$ cat src/rtl/hazard_ctrl_pkg.sv
// Shared constants for the pipeline hazard controller: opcodes, FSM states, widths.
package hazard_ctrl_pkg;

  localparam int unsigned XLEN    = 32;
  localparam int unsigned OPC_W   = 7;
  localparam int unsigned REG_W   = 5;
  localparam int unsigned CNT_W   = 8;
  localparam int unsigned STALL_W = 32;

  // RISC-V base opcodes, same set the decoder uses
  localparam logic [OPC_W-1:0] OPC_LOAD   = 7'b0000011;
  localparam logic [OPC_W-1:0] OPC_STORE  = 7'b0100011;
  localparam logic [OPC_W-1:0] OPC_LUI    = 7'b0110111;
  localparam logic [OPC_W-1:0] OPC_AUIPC  = 7'b0010111;
  localparam logic [OPC_W-1:0] OPC_JAL    = 7'b1101111;
  localparam logic [OPC_W-1:0] OPC_JALR   = 7'b1100111;
  localparam logic [OPC_W-1:0] OPC_BRANCH = 7'b1100011;
  localparam logic [OPC_W-1:0] OPC_OP     = 7'b0110011;
  localparam logic [OPC_W-1:0] OPC_OP_IMM = 7'b0010011;

  typedef enum logic [1:0] {
    ST_RUN     = 2'd0,
    ST_LDUSE   = 2'd1,
    ST_FLUSH   = 2'd2,
    ST_MEMWAIT = 2'd3
  } state_e;

  // Pipeline control bundle driven towards fetch/decode
  typedef struct packed {
    logic ide_wait;
    logic pc_hold;
    logic flush_if;
  } ctl_t;

endpackage

$ cat src/rtl/hazard_ctrl_if.sv
// Pipeline <-> hazard controller signal bundle.
interface hazard_ctrl_if;
  import hazard_ctrl_pkg::*;

  logic [XLEN-1:0]    instr_id;
  logic               id_valid;
  logic [OPC_W-1:0]   opcode_id2exe;
  logic [REG_W-1:0]   wr_addr_id2exe;
  logic               mispredict;
  logic               exe_mem_req;
  logic               dmem_ready;
  logic               ide_wait;
  logic               pc_hold;
  logic               flush_if;
  logic               mem_err;
  logic [STALL_W-1:0] stall_count;

  // Pipeline side
  modport master (
    output instr_id, id_valid, opcode_id2exe, wr_addr_id2exe,
    output mispredict, exe_mem_req, dmem_ready,
    input  ide_wait, pc_hold, flush_if, mem_err, stall_count
  );

  // Controller side
  modport slave (
    input  instr_id, id_valid, opcode_id2exe, wr_addr_id2exe,
    input  mispredict, exe_mem_req, dmem_ready,
    output ide_wait, pc_hold, flush_if, mem_err, stall_count
  );

endinterface

$ cat src/rtl/hazard_ctrl_opuse.sv
// Source-operand usage decode from an opcode; shared with forwarding logic.
module hazard_ctrl_opuse
  import hazard_ctrl_pkg::*;
(
  input  logic [OPC_W-1:0] opcode,
  output logic             uses_rs1,
  output logic             uses_rs2
);

  // rs1 read by everything except upper-immediate and JAL; rs2 only by R/S/B formats
  always_comb begin
    uses_rs1 = 1'b1;
    uses_rs2 = 1'b0;
    case (opcode)
      OPC_LUI, OPC_AUIPC, OPC_JAL:            uses_rs1 = 1'b0;
      OPC_OP, OPC_STORE, OPC_BRANCH:          uses_rs2 = 1'b1;
      OPC_LOAD, OPC_JALR, OPC_OP_IMM:         uses_rs1 = 1'b1;
      default:                                uses_rs1 = 1'b1;
    endcase
  end

endmodule

$ cat src/rtl/hazard_ctrl.sv
// Pipeline sequencing controller: load-use bubbles, mispredict flushes, memory-wait holds.
module hazard_ctrl
  import hazard_ctrl_pkg::*;
#(
  parameter int unsigned      FLUSH_CYCLES = 2,
  parameter int unsigned      MEM_TIMEOUT  = 15,
  parameter logic [OPC_W-1:0] LOAD_OPC     = OPC_LOAD
) (
  input  logic         clk,
  input  logic         rstn,
  hazard_ctrl_if.slave hz
);

  localparam int unsigned CMP_W = CNT_W + 1;
  localparam logic [CNT_W-1:0] FLUSH_FULL   = CNT_W'(FLUSH_CYCLES);
  localparam logic [CNT_W-1:0] FLUSH_RELOAD = CNT_W'(FLUSH_CYCLES - 1);
  localparam logic [CMP_W-1:0] TIMEOUT      = CMP_W'(MEM_TIMEOUT);
  localparam bit               FLUSH_MULTI  = (FLUSH_CYCLES > 1);

  state_e             state_q, state_d;
  logic [CNT_W-1:0]   cnt_q, cnt_d;
  logic               pend_q, pend_d;
  logic               mem_err_q, err_set;
  logic [STALL_W-1:0] stall_q;
  ctl_t               ctl;

  logic               uses_rs1, uses_rs2;
  logic               ld_use_c, mw_pend_c, mw_timeout_c;
  logic [REG_W-1:0]   rs1, rs2;
  logic               unused_instr_bits;

  hazard_ctrl_opuse u_opuse (
    .opcode   (hz.instr_id[6:0]),
    .uses_rs1 (uses_rs1),
    .uses_rs2 (uses_rs2)
  );

  assign rs1 = hz.instr_id[19:15];
  assign rs2 = hz.instr_id[24:20];
  assign unused_instr_bits = ^{hz.instr_id[31:25], hz.instr_id[14:7]};

  // Decode operand reads against a pending load destination; x0 never conflicts
  assign ld_use_c = hz.id_valid && (hz.opcode_id2exe == LOAD_OPC) &&
                    (hz.wr_addr_id2exe != '0) &&
                    ((uses_rs1 && (rs1 == hz.wr_addr_id2exe)) ||
                     (uses_rs2 && (rs2 == hz.wr_addr_id2exe)));

  // Memory-wait bookkeeping: flush owed on exit, and give-up point
  assign mw_pend_c    = pend_q | hz.mispredict;
  assign mw_timeout_c = ({1'b0, cnt_q} + CMP_W'(1)) >= TIMEOUT;

  // Next state, counters and same-cycle control outputs
  always_comb begin
    state_d = state_q;
    cnt_d   = cnt_q;
    pend_d  = pend_q;
    err_set = 1'b0;
    ctl     = '0;
    case (state_q)
      ST_RUN, ST_LDUSE: begin
        if (hz.mispredict) begin
          ctl.flush_if = 1'b1;
          ctl.ide_wait = 1'b1;
          cnt_d        = FLUSH_RELOAD;
          state_d      = FLUSH_MULTI ? ST_FLUSH : ST_RUN;
        end else if (state_q == ST_LDUSE) begin
          state_d = ST_RUN;
        end else if (hz.exe_mem_req && !hz.dmem_ready) begin
          ctl.ide_wait = 1'b1;
          ctl.pc_hold  = 1'b1;
          cnt_d        = CNT_W'(1);
          state_d      = ST_MEMWAIT;
        end else if (ld_use_c) begin
          ctl.ide_wait = 1'b1;
          ctl.pc_hold  = 1'b1;
          state_d      = ST_LDUSE;
        end
      end
      ST_FLUSH: begin
        ctl.ide_wait = 1'b1;
        if (hz.mispredict) begin
          ctl.flush_if = 1'b1;
          cnt_d        = FLUSH_RELOAD;
          state_d      = FLUSH_MULTI ? ST_FLUSH : ST_RUN;
        end else begin
          cnt_d = cnt_q - CNT_W'(1);
          if (cnt_q <= CNT_W'(1)) state_d = ST_RUN;
        end
      end
      ST_MEMWAIT: begin
        ctl.ide_wait = 1'b1;
        ctl.pc_hold  = 1'b1;
        pend_d       = mw_pend_c;
        if (hz.dmem_ready || mw_timeout_c) begin
          err_set = !hz.dmem_ready;
          pend_d  = 1'b0;
          if (mw_pend_c) begin
            ctl.flush_if = 1'b1;
            cnt_d        = FLUSH_FULL;
            state_d      = ST_FLUSH;
          end else begin
            state_d = ST_RUN;
          end
        end else begin
          cnt_d = cnt_q + CNT_W'(1);
        end
      end
      default: state_d = ST_RUN;
    endcase
  end

  // State, counters, sticky error and saturating stall counter
  always_ff @(posedge clk or negedge rstn) begin
    if (!rstn) begin
      state_q   <= ST_RUN;
      cnt_q     <= '0;
      pend_q    <= 1'b0;
      mem_err_q <= 1'b0;
      stall_q   <= '0;
    end else begin
      state_q   <= state_d;
      cnt_q     <= cnt_d;
      pend_q    <= pend_d;
      mem_err_q <= mem_err_q | err_set;
      if (ctl.ide_wait && (stall_q != '1)) stall_q <= stall_q + STALL_W'(1);
    end
  end

  // Controls drop the instant reset is asserted
  assign hz.ide_wait    = ctl.ide_wait & rstn;
  assign hz.pc_hold     = ctl.pc_hold & rstn;
  assign hz.flush_if    = ctl.flush_if & rstn;
  assign hz.mem_err     = mem_err_q;
  assign hz.stall_count = stall_q;

endmodule
$ cat src/flat_wrapper.sv
// flat-port wrapper written by rule: the top's interface ports become plain ports
module hazard_ctrl_flat import hazard_ctrl_pkg::*;
#(
  parameter int unsigned      FLUSH_CYCLES = 2,
  parameter int unsigned      MEM_TIMEOUT  = 15,
  parameter logic [OPC_W-1:0] LOAD_OPC     = OPC_LOAD
)
  (clk, rstn, hz_instr_id, hz_id_valid, hz_opcode_id2exe, hz_wr_addr_id2exe, hz_mispredict, hz_exe_mem_req, hz_dmem_ready, hz_ide_wait, hz_pc_hold, hz_flush_if, hz_mem_err, hz_stall_count);
  hazard_ctrl_if hz_i ();
  input  logic clk;
  input  logic rstn;
  input wire logic [$bits(hz_i.instr_id)-1:0] hz_instr_id;
  input wire logic [$bits(hz_i.id_valid)-1:0] hz_id_valid;
  input wire logic [$bits(hz_i.opcode_id2exe)-1:0] hz_opcode_id2exe;
  input wire logic [$bits(hz_i.wr_addr_id2exe)-1:0] hz_wr_addr_id2exe;
  input wire logic [$bits(hz_i.mispredict)-1:0] hz_mispredict;
  input wire logic [$bits(hz_i.exe_mem_req)-1:0] hz_exe_mem_req;
  input wire logic [$bits(hz_i.dmem_ready)-1:0] hz_dmem_ready;
  output wire logic [$bits(hz_i.ide_wait)-1:0] hz_ide_wait;
  output wire logic [$bits(hz_i.pc_hold)-1:0] hz_pc_hold;
  output wire logic [$bits(hz_i.flush_if)-1:0] hz_flush_if;
  output wire logic [$bits(hz_i.mem_err)-1:0] hz_mem_err;
  output wire logic [$bits(hz_i.stall_count)-1:0] hz_stall_count;
  assign hz_i.instr_id = hz_instr_id;
  assign hz_i.id_valid = hz_id_valid;
  assign hz_i.opcode_id2exe = hz_opcode_id2exe;
  assign hz_i.wr_addr_id2exe = hz_wr_addr_id2exe;
  assign hz_i.mispredict = hz_mispredict;
  assign hz_i.exe_mem_req = hz_exe_mem_req;
  assign hz_i.dmem_ready = hz_dmem_ready;
  assign hz_ide_wait = hz_i.ide_wait;
  assign hz_pc_hold = hz_i.pc_hold;
  assign hz_flush_if = hz_i.flush_if;
  assign hz_mem_err = hz_i.mem_err;
  assign hz_stall_count = hz_i.stall_count;
  hazard_ctrl #(.FLUSH_CYCLES(FLUSH_CYCLES), .MEM_TIMEOUT(MEM_TIMEOUT), .LOAD_OPC(LOAD_OPC)) u_core (.clk(clk), .rstn(rstn), .hz(hz_i));
endmodule
$ cat config.mk
export PLATFORM = sky130hd
export DESIGN_NAME = hazard_ctrl_flat
export DESIGN_NICKNAME = d
export VERILOG_FILES = /design/src/rtl/hazard_ctrl_pkg.sv /design/src/rtl/hazard_ctrl_if.sv /design/src/rtl/hazard_ctrl_opuse.sv /design/src/rtl/hazard_ctrl.sv /design/src/flat_wrapper.sv
export SDC_FILE = /design/constraint.sdc
export NUM_CORES = 1
export LEC_CHECK = 0
export ABC_AREA = 1
export CAP_MARGIN = 10
export CORE_MARGIN = 3
export CORE_UTILIZATION = 45
export DETAILED_ROUTE_END_ITERATION = 8
export PLACE_DENSITY = 0.77
export SYNTH_ARGS = -nofsm -noshare
export SYNTH_HDL_FRONTEND = slang
export SYNTH_SLANG_ARGS = --single-unit
$ cat constraint.sdc
create_clock -name clk -period 2.1 [get_ports clk]
set_input_delay 0.42 -clock clk [delete_from_list [all_inputs] [get_ports clk]]
set_output_delay 0.42 -clock clk [all_outputs]
set_load 0.1 [all_outputs]
==> flow_summary.rst <==
.. list-table::
   :header-rows: 1

   * - Metric
     - Value
   * - Outcome
     - complete, but fails checks
   * - Violated checks
     - negative setup slack
   * - Time the worst path needs with I/O delays and setup
     - 2341 ps
   * - Headroom to the max-slew limit
     - 65.03%
   * - Clock sink count
     - 44
   * - Net count of the mapped netlist
     - 591
   * - Reg2Reg Depth
     - 9
   * - Number of search-and-repair iterations in the first detailed-routing pass
     - 5
   * - HP Class
     - in -> async
   * - Clock tree from TritonCTS
     - built
   * - Type of the worst setup path
     - reg -> out
   * - Latest clock arrival within the worst-skew pair
     - 290 ps
   * - Row count
     - 31
   * - Period Utilization, post-route
     - 111.5%
   * - Yosys reg bits
     - 44
   * - Full die area
     - 0.008720 mm²
   * - Vias in the first global route
     - 3522
   * - Worst EP arrival
     - 1920 ps
   * - Critical path launch point type
     - flop
   * - Number of levels the H-tree was split into
     - 2
   * - VDD IR-drop max
     - 0.0006773 V
   * - Count of inserted antenna diode cells
     - 0
   * - Area of the core region
     - 0.007331 mm²
   * - Count of mapped cells out of synthesis
     - 536
   * - Global-route usage over all layers
     - 23.05%
   * - Max-slew violation total from the final report
     - 0
   * - Post-DR wirelength/cell
     - 13.51 µm
   * - FF-to-FF Start
     - u_core.hz.stall_count[0]
   * - Fraction of synthesized cell area taken by the top area cell type
     - 32.05%
   * - CP max FO
     - 5
   * - Share of synthesized area occupied by flip-flops and latches
     - 32.05%
   * - Hold violation count in the final report
     - 0
   * - Cell type contributing the most total cell area after synthesis
     - dfrtp_1
   * - Horizontal die dimension
     - 93.38 µm
   * - Antenna violations before repair
     - 0
   * - Post-Synthesis Cell Area
     - 0.003436 mm²
   * - Longest Clk Path Bufs
     - 2
   * - Area growth from synthesis to layout
     - 34.45%
   * - Commonest non-fill, non-tap cell in the layout
     - nand2_1
   * - Detailed Route WL
     - 9.914 mm
   * - Fmax
     - 427.1 MHz
   * - Vias post-DR
     - 3849
   * - RSZ-0062 raised after global routing
     - yes
   * - Endpoint of the most critical register-to-register path
     - u_core.hz.stall_count[28]
   * - Number of buffers added on ports
     - 70
   * - Endpoint required time on the critical path
     - 1680 ps
   * - Power per unit of standard cell area
     - 819.3 mW/mm²
   * - Number of buffers created by CTS
     - 5
   * - Overall die height
     - 93.38 µm
   * - Hold slack final
     - 319.2 ps
   * - Fin area
     - 0.004619 mm²
   * - Count of nets after finishing
     - 689
   * - Post-Route Skew
     - 6.848 ps
   * - DP Worst Slack
     - -302.1 ps
   * - Measured slew at the worst slew-check pin
     - 524.5 ps
   * - Setup slack after layout
     - -241.5 ps
   * - Total setup violations reported at the end of the flow
     - 2
   * - Initial core utilization
     - 46.87%
   * - Leakage dissipation
     - 0.002282 µW
   * - Io pins
     - 86
   * - First-pass GRT wire length
     - 16.37 mm
   * - Fraction of final layout cells with drive strength greater than 1
     - 24.09%
   * - Average vias per placed instance
     - 5.244
   * - Maximum number of pins on one net before global-route repair
     - 42
   * - Placed standard-cell area
     - 0.004412 mm²
   * - Routed Antenna Nets
     - 0
   * - R2r setup slk
     - 130 ps
   * - Clock transition at the registers of the reported paths
     - 90 ps
   * - Type of element capturing the critical path
     - output port
   * - Avg Cell Area, Syn
     - 6.410 µm²
   * - Count of different cell masters after synthesis
     - 27
   * - CTS root buffer
     - clkbuf_8
   * - Most used cells in the layout excluding fill and tap cells
     - 207 x nand2_1, 65 x buf_4, 58 x nor2_1
   * - Main area contributors after synthesis
     - dfrtp_1 32%, nand2_1 24%, nand4_1 7.1%
   * - Count of yosys warnings during synthesis
     - 0
   * - Half-perimeter wire length after detailed placement
     - 7.536 mm
   * - Number of DRC violations after detailed-routing iteration 0
     - 262
   * - Congestion Overflow GR
     - 0
   * - Total DRC errors in the routed layout
     - 0
   * - Final weighted congestion in routability-driven placement
     - 0.9621
   * - Reported max-cap violation count
     - 0
[timing repair]
| action | CTS | global route |
|---|---|---|
| pin swaps | 27 | 13 |
| setup buffers | 6 | 3 |
| hold buffers | 1 | 0 |
| hold endpoints to repair | 3 | 0 |
| resized for setup | 47 | 46 |
| setup endpoints to repair | 3 | 11 |
[power by group]
group | internal [µW] | switching (µW) | leakage [µW]
Sequential | 997 | 192 | 0.000572
Clock | 263 | 292 | 0.0000510
Combinational | 732 | 1310 | 0.00166
Total | 1990 | 1790 | 0.00228
[worst max-delay path by stage]
stage                         startpoint     endpoint  slack, ps  depth (start not counted)
global placement    hz_wr_addr_id2exe[2]   hz_pc_hold       -270                         11
global route             u_core.cnt_q[1]  hz_flush_if       -380                         11
detailed placement  hz_wr_addr_id2exe[0]   hz_pc_hold       -300                         11
finish                   u_core.cnt_q[1]  hz_flush_if       -240                         11
floorplan            hz_opcode_id2exe[3]  hz_ide_wait       -150                          9
CTS                      u_core.cnt_q[1]  hz_flush_if       -270                         11
[synthesized netlist by cell type]
master,count
nand2_1,216
or2_2,2
ha_1,5
a21oi_1,11
buf_6,3
nand3_2,1
nand3b_1,7
clkbuf_1,5
a21o_1,2
inv_1,47
o22ai_1,1
buf_2,6
nor3_4,1
nand4_4,1
nor2_1,62
nor3_2,1
xor2_1,17
nand3_1,24
o21ai_0,9
nand2_2,1
nor3_1,15
xnor2_1,12
nor2_4,1
inv_2,2
dfrtp_1,44
o211ai_1,1
nand4_1,39
[state kept, by name, summed over array words and instances, names as in the netlist]
name and cells:
u_core.pend_q 1, u_core.hz.mem_err 1, u_core.hz.stall_count 32, u_core.state_q 2, u_core.cnt_q 8
[cells by family after synthesis]
family	count (synthesis)	share of synthesized area, %
DFF	44	32.05
buffers and inverters	63	7.757
AOI/OAI and AO/OA	24	3.751
and+or+nand+nor	371	47.23
adders and majority gates	5	1.821
xor gates and xnor gates	29	7.392
[area by class of cell]
cell class	count	area (µm²)
Fill cell	683	2711
Multi-Input combinational cell	429	2210
Sequential cell	44	1129
Timing Repair Buffer	105	874.6
Inverter	49	190.2
Tap cell	99	123.9
Clock buffer	6	82.58
Clock inverter	2	10.01
[metrics by stage]
stage          cells  utilization, %  total power [µW]  setup TNS, ps
2_1_floorplan    536               -              2516         -275.5
3_3_place_gp     716           60.18              3060          -7007
3_5_place_dp     716           60.18              3108          -8945
4_1_cts          731           62.35              3736         -311.7
5_1_grt          734           63.01              4044         -538.9
6_report         734           63.01              3785         -299.1
[routing by layer]
metal | routed length, µm | share of wire [%] | global-route usage [%]
met1 | 4380 | 44 | 32.32
met2 | 4808 | 48 | 37.70
met3 | 628 | 6.3 | 3.540
met5 | 0 | 0 | 0
met4 | 97 | 0.98 | 4.640
[worst max-delay path: stages (launching register included)]
cell	delay [ps]
dfrtp_2	450
inv_2	90
ha_4	210
a21oi_2	110
nor2_1	50
nand2_1	70
nand2_2	60
nor2_4	120
nand3_2	110
nand3_2	100
clkinvlp_4	100
buf_12	170
(Power assumes the default switching activity.)
==> patch (same flow settings) <==
The package constant `STALL_W` goes from 32 to 48.
--- a/src/rtl/hazard_ctrl_pkg.sv
+++ b/src/rtl/hazard_ctrl_pkg.sv
@@ -5,7 +5,7 @@
   localparam int unsigned OPC_W   = 7;
   localparam int unsigned REG_W   = 5;
   localparam int unsigned CNT_W   = 8;
-  localparam int unsigned STALL_W = 32;
+  localparam int unsigned STALL_W = 48;
 
   // RISC-V base opcodes, same set the decoder uses
   localparam logic [OPC_W-1:0] OPC_LOAD   = 7'b0000011;
Interface: changed (resized hz_stall_count); port bits go from 86 to 102. The function was not compared with the original's and may differ.
==> patch against the original RTL <==
  * The run still ends with negative setup slack left
  * Synthesized area increased by 31%
  * Worst setup slack got worse by 21 ps
  * Largest power group unchanged
  * Critical path type unchanged
  * Critical endpoint unchanged
  * Clock skew increased by 8.0 ps
  * Count of clock-buffer cells in the layout increased by 6
  * Synthesized cell count increased by 23%
  * Sequential cell count increased by 16
  * Largest cell class unchanged
  * Non-clock buffer count increased by 8
  * Hold slack improved by 43 ps
  * Power increased by 26%
  * Wire length increased by 27%
  * Cell area increased by 28%
==> patch: results (changes against the original RTL) <==
metric	value	unit	change
routing usage on met3	5.039	%	was 3.540%
CP startpoint	u_core.cnt_q[0]		was u_core.cnt_q[1]
setup TNS	-262.6	ps	was -299.1 ps
sequential area share after synthesis	33.26	%	was 32.05%
Peak VDD IR	618.9	µV	was 677.3 µV
wire length on met3	620	µm	was 628 µm
FF-to-FF End	u_core.cnt_q[2]		was u_core.hz.stall_count[28]
H-Tree Depth	3		was 2
Detailed Route Iter0 Violations	184		was 262
CP Max Fanout	4		was 5
GPL Wtd Cong	0.9095		was 0.9621
outcome	finished with violations		unchanged
XOR/XNOR share of the synthesized area	11.06	%	was 7.393%
R2R cell count	14		was 9
Leak	2.411	nW	was 2.282 nW
Mapped Nets	715		was 591
invs w/o clock	100		was 49
Area contributors post-synth	dfrtp_1 (33%), nand2_1 (16%), inv_1 (8.1%)		was dfrtp_1 (32%), nand2_1 (24%), nand4_1 (7.1%)
met1 Resource Use GR	29.16	%	was 32.32%
Worst Max-Slew Pin Slew	722.6	ps	was 524.5 ps
Tot GR Track Use	23.40	%	was 23.05%
synth cell count leaders	nand2_1 (196), inv_1 (98), nor2_1 (78)		was nand2_1 (216), nor2_1 (62), inv_1 (47)
Port Buffers	86		was 70
Post-Synth Adder-Cell Area	1.386	%	was 1.821%
max reg flops	48		was 32
fraction of layout cells with a size suffix above 1	29.69	%	was 24.09%
fraction of area in multi-input gates	45.88	%	was 47.83%
Clock buf/inv share	3.304	%	was 2.004%
Final #Nets	828		was 689
FF+latch area	1568	µm²	was 1129 µm²
total CTS buffers	9		was 5
crit path DAT	1940	ps	was 1920 ps
Layout Skew	14.89	ps	was 6.848 ps
slack of the critical path	-262.6	ps	was -241.5 ps
vias per cell	4.947		was 5.244
multi-input gate count	489		was 429
non-clock buffer count	113		was 105
failing checks	negative setup slack		unchanged
first-pass GRT wire length	21.28	mm	was 16.37 mm
Yosys reg bits	60		was 44
Setup-failing EPs final	1		was 2
Post-Place Setup Slack	-328.9	ps	was -302.1 ps
[patch: changes by cell type after synthesis, moves of 6 or more]
cell / delta
o21ai_2: +16
buf_12: +6
nor2_1: +16
nand4_1: -28
nor3_1: +14
nand2_1: -20
nand3b_1: -6
dfrtp_1: +16
inv_1: +51
xor2_1: +17
xnor2_1: +11
o21ai_0: +26
[patch: through the flow]
| stage | instance area [µm²] | instances |
|---|---|---|
| finish | 5907 | 907 |
| floorplan | 4681 | 660 |
| global placement | 5629 | 882 |
| global route | 5907 | 907 |
| detailed placement | 5629 | 882 |
| CTS | 5883 | 905 |
[patch: power by group through the flow]
stage / Sequential [mW] / Clock (mW) / Combinational, mW
floorplan: 1.98 / 0 / 1.11
global placement: 1.55 / 0 / 1.98
detailed placement: 1.55 / 0 / 2.02
CTS: 1.52 / 1.07 / 2.09
global route: 1.56 / 1.14 / 2.39
finish: 1.53 / 1.06 / 2.19
